--- src/rtl/ofm_writer.sv ---
// ofm_writer: consumer end of the convolution output stream (clk2 domain).
//   Samples accumulator beats, requantizes them to signed OFM words, tags each
//   word with its raster-order OFM address and writes it to memory through a
//   small buffer that absorbs back-pressure (the conv core cannot be stalled).
// Ports:
//   clk2, rst_n            clock, asynchronous active-low reset
//   start                  one-cycle pulse: begin a new layer (honoured in IDLE)
//   out_valid, data_in     accumulator beat from the conv core (honoured in RUN)
//   end_conv               one-cycle pulse: conv core finished (honoured in RUN)
//   mem_ready              memory accepts the presented write this cycle
//   mem_we/addr/wdata      write request, held stable until accepted
//   busy, done             layer in progress / one-cycle completion pulse
//   overflow, count_err    sticky status: dropped beat / wrong beat count
module ofm_writer #(
    parameter int DATA_WIDTH = 48,
    parameter int OFM_WIDTH  = 16,
    parameter int OFM_SIZE   = 64,
    parameter int CO         = 8,
    parameter int SHIFT      = 8,
    parameter int BUF_DEPTH  = 4,
    parameter int ADDR_WIDTH = $clog2(CO * OFM_SIZE * OFM_SIZE)
) (
    input  logic                  clk2,
    input  logic                  rst_n,
    input  logic                  start,
    input  logic                  out_valid,
    input  logic [DATA_WIDTH-1:0] data_in,
    input  logic                  end_conv,
    input  logic                  mem_ready,
    output logic                  mem_we,
    output logic [ADDR_WIDTH-1:0] mem_addr,
    output logic [OFM_WIDTH-1:0]  mem_wdata,
    output logic                  busy,
    output logic                  done,
    output logic                  overflow,
    output logic                  count_err
);

    localparam int TOTAL  = CO * OFM_SIZE * OFM_SIZE;
    localparam int PTR_W  = (BUF_DEPTH > 1) ? $clog2(BUF_DEPTH) : 1;
    localparam int CNT_W  = PTR_W + 1;
    localparam int BEAT_W = $clog2(TOTAL + 1) + 1;
    localparam int ENT_W  = ADDR_WIDTH + OFM_WIDTH;

    localparam logic [DATA_WIDTH:0] RND_U = {{DATA_WIDTH{1'b0}}, 1'b1} << (SHIFT - 1);
    localparam logic signed [DATA_WIDTH:0] RND     = $signed(RND_U);
    localparam logic signed [DATA_WIDTH:0] SAT_MAX =
        (DATA_WIDTH + 1)'((64'sd1 <<< (OFM_WIDTH - 1)) - 64'sd1);
    // Two's complement: ~(2^(N-1)-1) == -2^(N-1)
    localparam logic signed [DATA_WIDTH:0] SAT_MIN = ~SAT_MAX;

    typedef enum logic [1:0] {
        ST_IDLE  = 2'd0,
        ST_RUN   = 2'd1,
        ST_DRAIN = 2'd2,
        ST_DONE  = 2'd3
    } state_t;

    // Round-half-up arithmetic shift, one extra bit so the rounding add cannot wrap
    function automatic logic [OFM_WIDTH-1:0] requant(input logic [DATA_WIDTH-1:0] d);
        logic signed [DATA_WIDTH:0] sum;
        logic signed [DATA_WIDTH:0] shr;
        sum = $signed({d[DATA_WIDTH-1], d}) + RND;
        shr = sum >>> SHIFT;
        if (shr > SAT_MAX) begin
            requant = SAT_MAX[OFM_WIDTH-1:0];
        end else if (shr < SAT_MIN) begin
            requant = SAT_MIN[OFM_WIDTH-1:0];
        end else begin
            requant = shr[OFM_WIDTH-1:0];
        end
    endfunction

    state_t                 state_r, next_state_s;
    logic                   busy_s, done_s;
    logic                   run_entry_s, beat_s, end_s;
    logic                   s1_valid_r;
    logic [ADDR_WIDTH-1:0]  s1_addr_r;
    logic [OFM_WIDTH-1:0]   s1_data_r;
    // Raster order with col fastest makes ch*S^2+row*S+col a plain linear count
    logic [ADDR_WIDTH-1:0]  addr_cnt_r, addr_nxt_s;
    logic [BEAT_W-1:0]      beat_cnt_r, beat_total_s;
    logic                   overflow_r, count_err_r;
    logic [ENT_W-1:0]       buf_mem_r [BUF_DEPTH];
    logic [PTR_W-1:0]       wr_ptr_r, rd_ptr_r, rd_inc_s;
    logic [CNT_W-1:0]       cnt_r, cnt_nxt_s;
    logic                   full_s, push_s, pop_s, drop_s;
    logic [ENT_W-1:0]       head_nxt_s;
    logic                   mem_we_r;
    logic [ADDR_WIDTH-1:0]  mem_addr_r;
    logic [OFM_WIDTH-1:0]   mem_wdata_r;

    assign run_entry_s = (state_r == ST_IDLE) && start;
    assign beat_s      = (state_r == ST_RUN) && out_valid;
    assign end_s       = (state_r == ST_RUN) && end_conv;
    assign full_s      = (cnt_r == CNT_W'(BUF_DEPTH));
    assign pop_s       = mem_we_r && mem_ready;
    assign push_s      = s1_valid_r && (!full_s || pop_s);
    assign drop_s      = s1_valid_r && full_s && !pop_s;
    assign rd_inc_s    = rd_ptr_r + PTR_W'(1);
    assign addr_nxt_s  = (addr_cnt_r == ADDR_WIDTH'(TOTAL - 1)) ? '0 : addr_cnt_r + ADDR_WIDTH'(1);
    // Includes a beat sampled on the same edge as end_conv
    assign beat_total_s = beat_cnt_r + BEAT_W'(beat_s);

    // FSM state register
    always_ff @(posedge clk2 or negedge rst_n) begin
        if (!rst_n) begin
            state_r <= ST_IDLE;
        end else begin
            state_r <= next_state_s;
        end
    end

    // FSM next-state logic
    always_comb begin
        next_state_s = state_r;
        case (state_r)
            ST_IDLE:  if (start) next_state_s = ST_RUN; else next_state_s = ST_IDLE;
            ST_RUN:   if (end_conv) next_state_s = ST_DRAIN; else next_state_s = ST_RUN;
            ST_DRAIN: if ((cnt_r == '0) && !s1_valid_r) next_state_s = ST_DONE;
                      else next_state_s = ST_DRAIN;
            ST_DONE:  next_state_s = ST_IDLE;
            default:  next_state_s = ST_IDLE;
        endcase
    end

    // FSM output decode (Moore, from the state register)
    always_comb begin
        busy_s = 1'b0;
        done_s = 1'b0;
        case (state_r)
            ST_RUN:   busy_s = 1'b1;
            ST_DRAIN: busy_s = 1'b1;
            ST_DONE:  done_s = 1'b1;
            default:  begin busy_s = 1'b0; done_s = 1'b0; end
        endcase
    end

    // Stage 1: sample beats, requantize and tag with their raster address
    always_ff @(posedge clk2 or negedge rst_n) begin
        if (!rst_n) begin
            s1_valid_r <= 1'b0;
            s1_addr_r  <= '0;
            s1_data_r  <= '0;
            addr_cnt_r <= '0;
            beat_cnt_r <= '0;
        end else if (run_entry_s) begin
            s1_valid_r <= 1'b0;
            addr_cnt_r <= '0;
            beat_cnt_r <= '0;
        end else begin
            s1_valid_r <= beat_s;
            if (beat_s) begin
                s1_addr_r  <= addr_cnt_r;
                s1_data_r  <= requant(data_in);
                // Dropped beats still advance the address so later data lands correctly
                addr_cnt_r <= addr_nxt_s;
                if (beat_cnt_r != '1) beat_cnt_r <= beat_cnt_r + BEAT_W'(1);
            end
        end
    end

    // Sticky status flags, cleared when a new layer starts
    always_ff @(posedge clk2 or negedge rst_n) begin
        if (!rst_n) begin
            overflow_r  <= 1'b0;
            count_err_r <= 1'b0;
        end else if (run_entry_s) begin
            overflow_r  <= 1'b0;
            count_err_r <= 1'b0;
        end else begin
            if (drop_s) overflow_r <= 1'b1;
            if (end_s && (beat_total_s != BEAT_W'(TOTAL))) count_err_r <= 1'b1;
        end
    end

    // Next buffer occupancy and the word that will be at the head after this edge
    always_comb begin
        cnt_nxt_s  = cnt_r + CNT_W'(push_s) - CNT_W'(pop_s);
        head_nxt_s = {mem_addr_r, mem_wdata_r};
        if (cnt_nxt_s != '0) begin
            // Buffer empty now (or about to be): the incoming word becomes the head
            if ((cnt_r == '0) || ((cnt_r == CNT_W'(1)) && pop_s)) begin
                head_nxt_s = {s1_addr_r, s1_data_r};
            end else if (pop_s) begin
                head_nxt_s = buf_mem_r[rd_inc_s];
            end else begin
                head_nxt_s = buf_mem_r[rd_ptr_r];
            end
        end else begin
            head_nxt_s = {mem_addr_r, mem_wdata_r};
        end
    end

    // Buffer storage (data only, no reset needed)
    always_ff @(posedge clk2) begin
        if (push_s && !run_entry_s) buf_mem_r[wr_ptr_r] <= {s1_addr_r, s1_data_r};
    end

    // Buffer pointers and registered write port; address/data hold when empty
    always_ff @(posedge clk2 or negedge rst_n) begin
        if (!rst_n) begin
            wr_ptr_r    <= '0;
            rd_ptr_r    <= '0;
            cnt_r       <= '0;
            mem_we_r    <= 1'b0;
            mem_addr_r  <= '0;
            mem_wdata_r <= '0;
        end else if (run_entry_s) begin
            wr_ptr_r <= '0;
            rd_ptr_r <= '0;
            cnt_r    <= '0;
            mem_we_r <= 1'b0;
        end else begin
            if (push_s) wr_ptr_r <= wr_ptr_r + PTR_W'(1);
            if (pop_s)  rd_ptr_r <= rd_inc_s;
            cnt_r    <= cnt_nxt_s;
            mem_we_r <= (cnt_nxt_s != '0);
            {mem_addr_r, mem_wdata_r} <= head_nxt_s;
        end
    end

    assign mem_we    = mem_we_r;
    assign mem_addr  = mem_addr_r;
    assign mem_wdata = mem_wdata_r;
    assign busy      = busy_s;
    assign done      = done_s;
    assign overflow  = overflow_r;
    assign count_err = count_err_r;

endmodule

--- config.mk ---
export PLATFORM = sky130hd
export DESIGN_NAME = ofm_writer
export DESIGN_NICKNAME = d
export VERILOG_FILES = /design/src/rtl/ofm_writer.sv
export SDC_FILE = /design/constraint.sdc
export NUM_CORES = 1
export LEC_CHECK = 0
export BUFFER_PORTS_ARGS = -buffer_cell sky130_fd_sc_hd__buf_4
export CAP_MARGIN = 10
export CORE_MARGIN = 3
export CORE_UTILIZATION = 60
export CTS_CLUSTER_SIZE = 20
export DETAILED_ROUTE_END_ITERATION = 8
export GPL_TIMING_DRIVEN = 0
export PLACE_DENSITY = 0.89
export SLEW_MARGIN = 20
export SYNTH_ARGS = -nofsm -noshare
export SYNTH_HDL_FRONTEND = slang
export SYNTH_SLANG_ARGS = --single-unit
--- constraint.sdc ---
create_clock -name clk2 -period 7.7 [get_ports clk2]
set_clock_uncertainty 0.05 [all_clocks]
set_input_delay 0 -clock clk2 [delete_from_list [all_inputs] [get_ports clk2]]
set_output_delay 0 -clock clk2 [all_outputs]
set_load 0.02 [all_outputs]
== Yosys cells after proc, flatten, opt, wreduce, memory -nomap -nowiden ==
Memories as Yosys holds them, arrays and structs flattened.
Cells that the tools add are included.

* Muxes and demuxes: 29
* Add/sub/neg operators: 8
* Div/mod/pow operators: 0
* Bitwise logic cells: 1
* Eq/ne operators: 8
* $mul: 0
* Reductions and logical operators: 30
* Magnitude comparators: 2
* Shift-type cells: 0

{| class="wikitable"
|+ Operator list
! operator !! count
|-
| $mux 31 || 2
|-
| $mux 17 || 3
|-
| $add 48x9->49 const B || 1
|-
| $mux 15 || 3
|-
| $gt 41x16->1 const B || 1
|-
| $lt 41x16->1 const B || 1
|-
| $mux 16 || 2
|-
| $add 17x1->17 || 1
|-
| $add 17x1->17 const B || 1
|-
| $ne 17x16->1 const B || 1
|-
| $ne 17x17->1 const B || 1
|-
| $add 15x1->15 const B || 1
|-
| $eq 15x15->1 const B || 1
|-
| $mux 1 || 12
|-
| $reduce_bool 2->1 || 6
|-
| $logic_and 1x1->1 || 11
|-
| $mux 2 || 5
|-
| $pmux 2 s4 || 1
|-
| $reduce_and 2->1 || 3
|-
| $add 2x1->2 const B || 2
|-
| $eq 2x2->1 const B || 2
|-
| $logic_not 1->1 || 4
|-
| $add 3x1->3 || 1
|-
| $eq 3x1->1 const B || 1
|-
| other kinds (10) || 11
|}

* Input port bits: 54
* Latch bits: 0
* Flip-flop bits (word level): 107
* Bits in read-only memories: 0
* Output and inout bits: 36
* Memories: 1
* Memory bits (writable): 124

{| class="wikitable"
|+ Memories
! name !! words !! width !! rd ports !! clocked after memory_dff !! write ports !! line !! source
|-
| buf_mem_r || 4 || 31 || 2 || 0 || 1 || 84 || <nowiki>logic [ENT_W-1:0] buf_mem_r [BUF_DEPTH];</nowiki>
|}

== Longest topological paths before layout ==
Gate-level depths: netlist of run 1.

* Word-level depth: 8
* Mapped depth: 15
* Gate-level depth less buffers: 13

== Worst setup path after synthesis of run 1 ==
Ideal clock, no wire load.

* Kind: register -> register
* Start: register mem_we_r, in the netlist mem_we
* End: register mem_addr_r[10], in the netlist mem_addr[10]
* Path slack: 4.471 ns
* Stages on the path, launching flop included: 16
* Clock period less this slack: 3.229 ns
* Library setup time: 0.077 ns
* Data arrival time: 3.101 ns
* Cells stage by stage: dfrtp_1 -> nand2_1 -> clkbuf_1 -> buf_1 -> nand3_1 -> nand2_1 -> ha_1 -> inv_1 -> ha_1 -> fa_1 -> xnor2_1 -> nor3_1 -> nor2_1 -> clkbuf_1 -> nor2_1 -> a21oi_1

* Longest elaborated chain between the ends: 7
* Elaborated cells on any way between the ends: 11

{| class="wikitable"
|+ RTL lines
! element !! line !! source
|-
| start, declared || 89 || <nowiki>logic mem_we_r;</nowiki>
|-
| start signal, assigned || 218 || <nowiki>mem_we_r <= (cnt_nxt_s != '0);</nowiki>
|-
| $logic_and 1x1->1 (*) || 97 || <nowiki>assign pop_s = mem_we_r && mem_ready;</nowiki>
|-
| $logic_or 1x1->1 || 98 || <nowiki>assign push_s = s1_valid_r && (!full_s || pop_s);</nowiki>
|-
| $logic_and 1x1->1 || 98 ||
|-
| $add 3x1->3 || 179 || <nowiki>cnt_nxt_s = cnt_r + CNT_W'(push_s) - CNT_W'(pop_s);</nowiki>
|-
| $sub 3x1->3 || 179 ||
|-
| $reduce_bool 3->1 || 181 || <nowiki>if (cnt_nxt_s != '0) begin</nowiki>
|-
| $reduce_and 2->1 (no line) || -- ||
|-
| end signal, assigned || 219 || <nowiki>{mem_addr_r, mem_wdata_r} <= head_nxt_s;</nowiki>
|-
| end, declared || 90 || <nowiki>logic [ADDR_WIDTH-1:0] mem_addr_r;</nowiki>
|}

Mark *: on every way between the ends. The rest lies on a longest branch, timed or not.
A chain may end at the register's enable or synchronous reset.

== Final worst setup path of run 1 ==
* Start: register mem_we_r, in the netlist mem_we
* End: register mem_wdata_r[6], in the netlist mem_wdata[6]

* Longest elaborated chain between the ends: 7
* Elaborated cells on any way between the ends: 11

{| class="wikitable"
|+ RTL lines
! element !! line !! source
|-
| $logic_and 1x1->1 (*) || 97 ||
|-
| $logic_or 1x1->1 || 98 ||
|-
| $logic_and 1x1->1 || 98 ||
|-
| $add 3x1->3 || 179 ||
|-
| $sub 3x1->3 || 179 ||
|-
| $reduce_bool 3->1 || 181 ||
|-
| $reduce_and 2->1 (no line) || -- ||
|-
| end signal, assigned || 219 ||
|-
| end, declared || 91 || <nowiki>logic [OFM_WIDTH-1:0] mem_wdata_r;</nowiki>
|}

Marked as above.

==> flow_summary.ini, run 1 <==
[place]
portBuffers = 80
dp_hpwl_um = 20900
placed_cells = 1511
gp_congestion = 0.921

[yosys]
syn_nets = 1239
ys_seq_area_frac = 0.540
yosys_register_bits = 231
synth_top_cell_area_share = 0.314
synth_edf_count = 124
yosys.area.top_type = edfxtp_1
ys_warn_count = 0
yosys.cell_types.count = 70
synthTopCellsByArea = edfxtp_1 (31%), dfrtp_1 (23%), o21ai_0 (5.0%)
syn_inst = 1167
syn_area_um2 = 11900
ys_async_sr_fraction = 0.463
syn_area_per_cell_um2 = 10.2
synth_ff_type = edfxtp_1

[die]
die_w_um = 147
core-area_um2 = 19100
dieArea_um2 = 21500
pin_count = 90
start_util = 0.622
die_h_um = 147
row_count = 50

[setup_path]
cp_max_fo = 10
cp_num_buf_inv = 4
crit_arrival_ns = 5.17
crit_start = mem_we
crit_cells = 15
cp_slowest_cell = nor2_1
rr_startpoint = mem_we
ff2ff_path_depth = 15
worstPathCellList = nand2_1, clkbuf_1, buf_1, nand3_1, nand2_1, ha_1, inv_1, ha_1, fa_1, xnor2_1, nor3_1, nor2_1, clkbuf_1, nor2_1, a21oi_1
crit_type = reg -> reg
critPathLaunchType = register
required_ns = 8.09
slowest_delay_ns = 0.79
critPathCaptureType = register
cp_top_family = simple AND/OR/NAND/NOR gates

[layout]
final_net_count = 1374
n_antenna_cell = 0
fin_cells = 1578
layout-area-overhead-vs-synth_pct = 16.9
final_cell_mix = nand2_1 (157), edfxtp_1 (124), o21ai_0 (118), dfrtp_1 (107), nor2_1 (98)
layout_commonest_cell = nand2_1
drive_above_1_share = 0.134

[grt]
antenna_found_initial = 0
grt_max_degree = 108
globalRoute.totalOverflow = 0
grt_first_pass_wirelength_um = 52600
grt_pass1_vias = 10300
track_usage = 0.299

[pwr]
p_per_area_nw_per_um2 = 350
leakage_nw = 5.22
ir_worst_vdd_mv = 0.184

[sta]
period_share = 0.621
tightest_slew_ns = 1.04
finalHoldViolations = 0
setup_viol = 0
final-max-slew-violation-count = 0
setup-tns-final_ns = 0
rsz0062_at_grt = no
period_minus_slack_ns = 4.78
fmax_mhz = 209
relSlewSlack = 0.302

[run_status]
status = finished clean

[clock_tree]
clk_pin_slew_ns = 0.07
cts_setup_buffers = 0
cts_sinks = 231
htree_num_levels = 1
hold_buffers = 26
cts_tree = done
root_buffer = clkbuf_16
cts_buffers = 23
clkLatencyLatePin_ns = 0.52
clockBufferDepth = 3
cts-resized-gates = 0

[drt]
drc = 0
drt_iter0_drc = 1415
via_per_inst = 6.63
postRouteWirelength_um = 32800
drtPass1Iterations = 6
ant_nets = 0
vias = 10500
wl_per_cell_um = 20.8

[worst_hold_path]
min_path_type = in -> async

[run]
drv_cap = 0
==> synth_stat cells, types with 3 or more instances <==
cell type and n:
ha_1 17, edfxtp_1 124, nand2b_1 4, clkbuf_1 59
nor2_1 98, mux2i_1 4, buf_6 3, nor3_1 46
nor4b_2 3, nor3b_1 33, o221ai_1 30, nand3b_1 3
inv_1 22, nor2b_1 3, nand2_1 157, o31ai_1 3
and3_1 7, and4_1 5, nand3_1 29, dfrtp_1 107
and2_1 10, or3_1 4, buf_1 13, a31oi_1 10
xnor2_1 19, nor4_1 9, o211ai_1 3, o21ai_0 118
o22ai_1 33, nand4_1 26, xor2_1 23, a21oi_1 45
mux2_2 34, o22a_1 15
==> layer usage <==
metal,global-route usage,part of all wire,up-vias
met5,0,0,-
met4,0.134,0.045,0
met3,0.0580,0.12,168
met2,0.494,0.47,784
met1,0.386,0.36,4929
li1,-,-,4589
==> final cells by class <==
class,count,area [um2]
timing repair buffer,110,960
multi-input combinational,838,5070
clock buffer,28,594
inverter,22,82.6
fill,1228,5220
buffer,76,312
tap,260,325
sequential,231,6400
clock inverter,13,119
==> through the flow <==
step	hold WS [ns]	instance area [um2]	total power (W)	worst slack, ns	utilization
floorplan	-0.346	11900	0.00296	4.47	-
global placement	0.210	12800	0.00355	3.38	0.670
detailed placement	0.141	12900	0.00366	2.99	0.676
CTS	0.0824	13900	0.00478	2.85	0.727
global route	0.164	13900	0.00507	2.61	0.727
finish	0.126	13900	0.00485	2.92	0.727
==> final timing paths <==
kind	to	slack (ns)
setup / recovery	mem_wdata[6]	2.92
hold / removal	beat_cnt_r[14]	0.13
setup reg to reg	mem_wdata[6]	2.92
hold reg to reg	count_err	0.48
max in group asynchronous	mem_addr[10]	6.80
min in group clk2	s1_data_r[1]	0.13
==> flip-flops by register name (all words and copies together) (netlist names), 2 cells and up, named ones only <==
signal / cells
cnt_r: 3
s1_addr_r: 15
s1_data_r: 16
mem_addr: 15
mem_wdata: 16
beat_cnt_r: 17
buf_mem_r: 124
wr_ptr_r: 2
addr_cnt_r: 15
rd_ptr_r: 2
==> logic make-up after synthesis <==
family / count (synthesis) / share of synthesized area
compound gates: 286 / 0.150
simple gates: 454 / 0.190
buf+inv: 98 / 0.0332
xor+xnor: 42 / 0.0310
flops: 231 / 0.540
mux: 38 / 0.0357
fa+ha+maj: 18 / 0.0196
==> power by group <==
part           leakage, nW  internal (W)  total, W  switching, W
clock                0.344      0.000617   0.00109      0.000478
sequential            2.50       0.00158   0.00179      0.000206
combinational         2.37      0.000686   0.00197       0.00128
==> worst reg2reg max path, stage by stage (launching register included) <==
cell      delay (ns)
dfrtp_1         0.37
nand2_1         0.19
clkbuf_1        0.43
buf_1           0.55
nand3_1         0.19
nand2_1         0.25
ha_1            0.17
inv_1           0.04
ha_1            0.18
fa_1            0.38
xnor2_1         0.26
nor3_1          0.09
nor2_1          0.79
clkbuf_1        0.52
nor2_1          0.10
a21oi_1         0.15
No activity file was read; power rests on OpenSTA's default activity.
==> run 2: changes to the inputs <==
- CORE_UTILIZATION: 60 -> 55
- PLACE_DENSITY: 0.89 -> 0.86
- clock period: 7.7 -> 4.3 ns (I/O delays scaled with it)
==> run 2 against run 1 <==
  * Sequential cell count stayed put
  * Worst hold slack worse by 0.12 ns
  * Clock-buffer cell count is 5 higher
  * Largest power group unchanged
  * Sequential power is 78% higher
  * Non-clock buffer count is 1 lower
  * Maximum frequency is 22% higher
==> flow_summary.ini, run 2 (same netlist as run 1, synthesis figures left out) <==
[setup_path]
cp_max_fo = 10
slowest_delay_ns = 0.50
rr_startpoint = mem_we
cp_slowest_cell = clkbuf_1
r2r_setup_slack_ns = 0.37
crit-reg2reg-capture = mem_wdata[3]
crit_arrival_ns = 4.24
cp_top_family = buffers and inverters
worstPathCellList = nand2_1, inv_1, clkbuf_1, buf_1, ha_1, inv_1, ha_1, fa_1, xnor2_1, nor3_1, nor2_4, clkbuf_1, a21oi_1
ff2ff_path_depth = 13
required_ns = 4.61
crit_type = reg -> reg
cp_num_buf_inv = 5
critPathCaptureType = register
critPathLaunchType = register

[pwr]
p_switching_w = 0.00342
pwr-share-clk = 0.225
pwr-share-comb = 0.405
p_sw_frac = 0.399
leakage_nw = 5.25
p_int_w = 0.00517
p_per_area_nw_per_um2 = 617
seqPwrFrac = 0.370
ir_worst_vdd_mv = 0.292

[worst_hold_path]
min_path_type = in -> reg
min_path_cells = 5
hold_start = data_in[7]
min_to = s1_data_r[2]

[sta]
tightest_slew_ns = 0.732
relSlewSlack = 0.512
setup_viol = 0
final-max-slew-violation-count = 0
period_minus_slack_ns = 3.93
rsz0062_at_grt = no
fmax_mhz = 254
whs_ns = 0.0105
finalHoldViolations = 0
setup-tns-final_ns = 0
period_share = 0.915

[die]
row_count = 53
core-area_um2 = 21100
dieArea_um2 = 23400
die_h_um = 153
start_util = 0.563
die_w_um = 153
pin_count = 90

[drt]
drc = 0
ant_nets = 0
drt_iter0_drc = 1114
vias = 10100
drtPass1Iterations = 6
postRouteWirelength_um = 31300
via_per_inst = 6.36
wl_per_cell_um = 19.7

[clock_tree]
clk_pin_slew_ns = 0.06
cts_setup_buffers = 0
cts_tree = done
clkLatencyLatePin_ns = 0.52
root_buffer = clkbuf_16
htree_num_levels = 1
cts_sinks = 231
cts_buffers = 22
clockBufferDepth = 3

[grt]
grt_max_degree = 108
grt_pass1_vias = 9827
track_usage = 0.262
globalRoute.totalOverflow = 0
antenna_found_initial = 0
grt_first_pass_wirelength_um = 50700

[layout]
final_net_count = 1372
final_cell_mix = nand2_1 (157), edfxtp_1 (124), o21ai_0 (118), dfrtp_1 (107), nor2_1 (97)
layout_commonest_cell = nand2_1
reg_top3 = buf_mem_r x124, beat_cnt_r x17
n_antenna_cell = 0
drive_above_1_share = 0.141
largest_register = buf_mem_r
layout-area-overhead-vs-synth_pct = 17.5
largest_reg_flops = 124

[place]
portBuffers = 80
gp_congestion = 0.931
dp_hpwl_um = 21100

[run_status]
status = finished clean

[run]
drv_cap = 0
## run 2: changes by cell type in the layout (fill, tap and decap cells not counted), sizes merged
cell and delta:
dlygate4sd3 -2, bufinv -2, clkinv -3, clkinvlp -1, clkbuf +6
## run 2: area by class of cell
class,instances,area [um2]
plain buffers,76,315
clock buffers,33,684
clock inverters,7,51.3
fillers,1506,7150
inverters,22,82.6
multi-input cells,838,5080
flip-flops and latches,231,6400
well taps,275,344
repair buffers,109,975
## run 2: what timing repair did
| action | 4_1_cts | 5_1_grt |
|---|---|---|
| hold buffers | 23 | 1 |
| resized for setup | 1 | 6 |
| endpoints found under the setup margin | 32 | 32 |
| endpoints found under the hold margin | 130 | 32 |
## run 2: worst max-delay path by stage
| stage | from | slack (ns) | end | cells past startpoint |
|---|---|---|---|---|
| after floorplan | mem_we | 1.07 | mem_addr[13] | 15 |
| after global placement | mem_we | -0.006 | mem_wdata[15] | 14 |
| after detailed placement | mem_we | -0.25 | mem_wdata[3] | 14 |
| after CTS | mem_we | 0.02 | mem_wdata[6] | 15 |
| after global routing | mem_we | 0.1 | mem_wdata[4] | 15 |
| final | mem_we | 0.37 | mem_wdata[3] | 13 |
## run 2: power groups by stage
stage / logic, W / registers, W / clock network [W]
after floorplan: 0.00201 / 0.00329 / 0
after global placement: 0.00322 / 0.00318 / 0
after detailed placement: 0.00336 / 0.00320 / 0
after CTS: 0.00343 / 0.00317 / 0.00194
after global routing: 0.00379 / 0.00323 / 0.00203
final: 0.00348 / 0.00318 / 0.00193
## run 2: per-stage QoR
step           instances  worst slack [ns]   util  power [W]  area [um2]
3_3_place_gp        1522          -0.00604  0.607    0.00640       12800
4_1_cts             1589            0.0161  0.659    0.00854       13900
6_report            1591             0.367  0.661    0.00859       13900
5_1_grt             1591            0.0973  0.661    0.00905       13900
3_5_place_dp        1526            -0.248  0.613    0.00656       12900
2_1_floorplan       1167              1.07      -    0.00529       11900
## run 2: layer usage
metal  vias to the layer above  share of wire  routed length (um)  track usage
met5                         -              0                   0            0
met2                       600           0.49               15300        0.449
met3                       111          0.094                2950       0.0345
met1                      4822           0.38               12000        0.346
met4                         0          0.033                1020       0.0942
li1                       4583              -                   -            -
## run 2: worst register-to-register path, cell delays in order, from the launching register on
cell and delay [ns]:
dfrtp_1 0.34, nand2_1 0.15, inv_1 0.13, clkbuf_1 0.42
buf_1 0.47, ha_1 0.24, inv_1 0.06, ha_1 0.19
fa_1 0.39, xnor2_1 0.26, nor3_1 0.12, nor2_4 0.32
clkbuf_1 0.51, a21oi_1 0.15
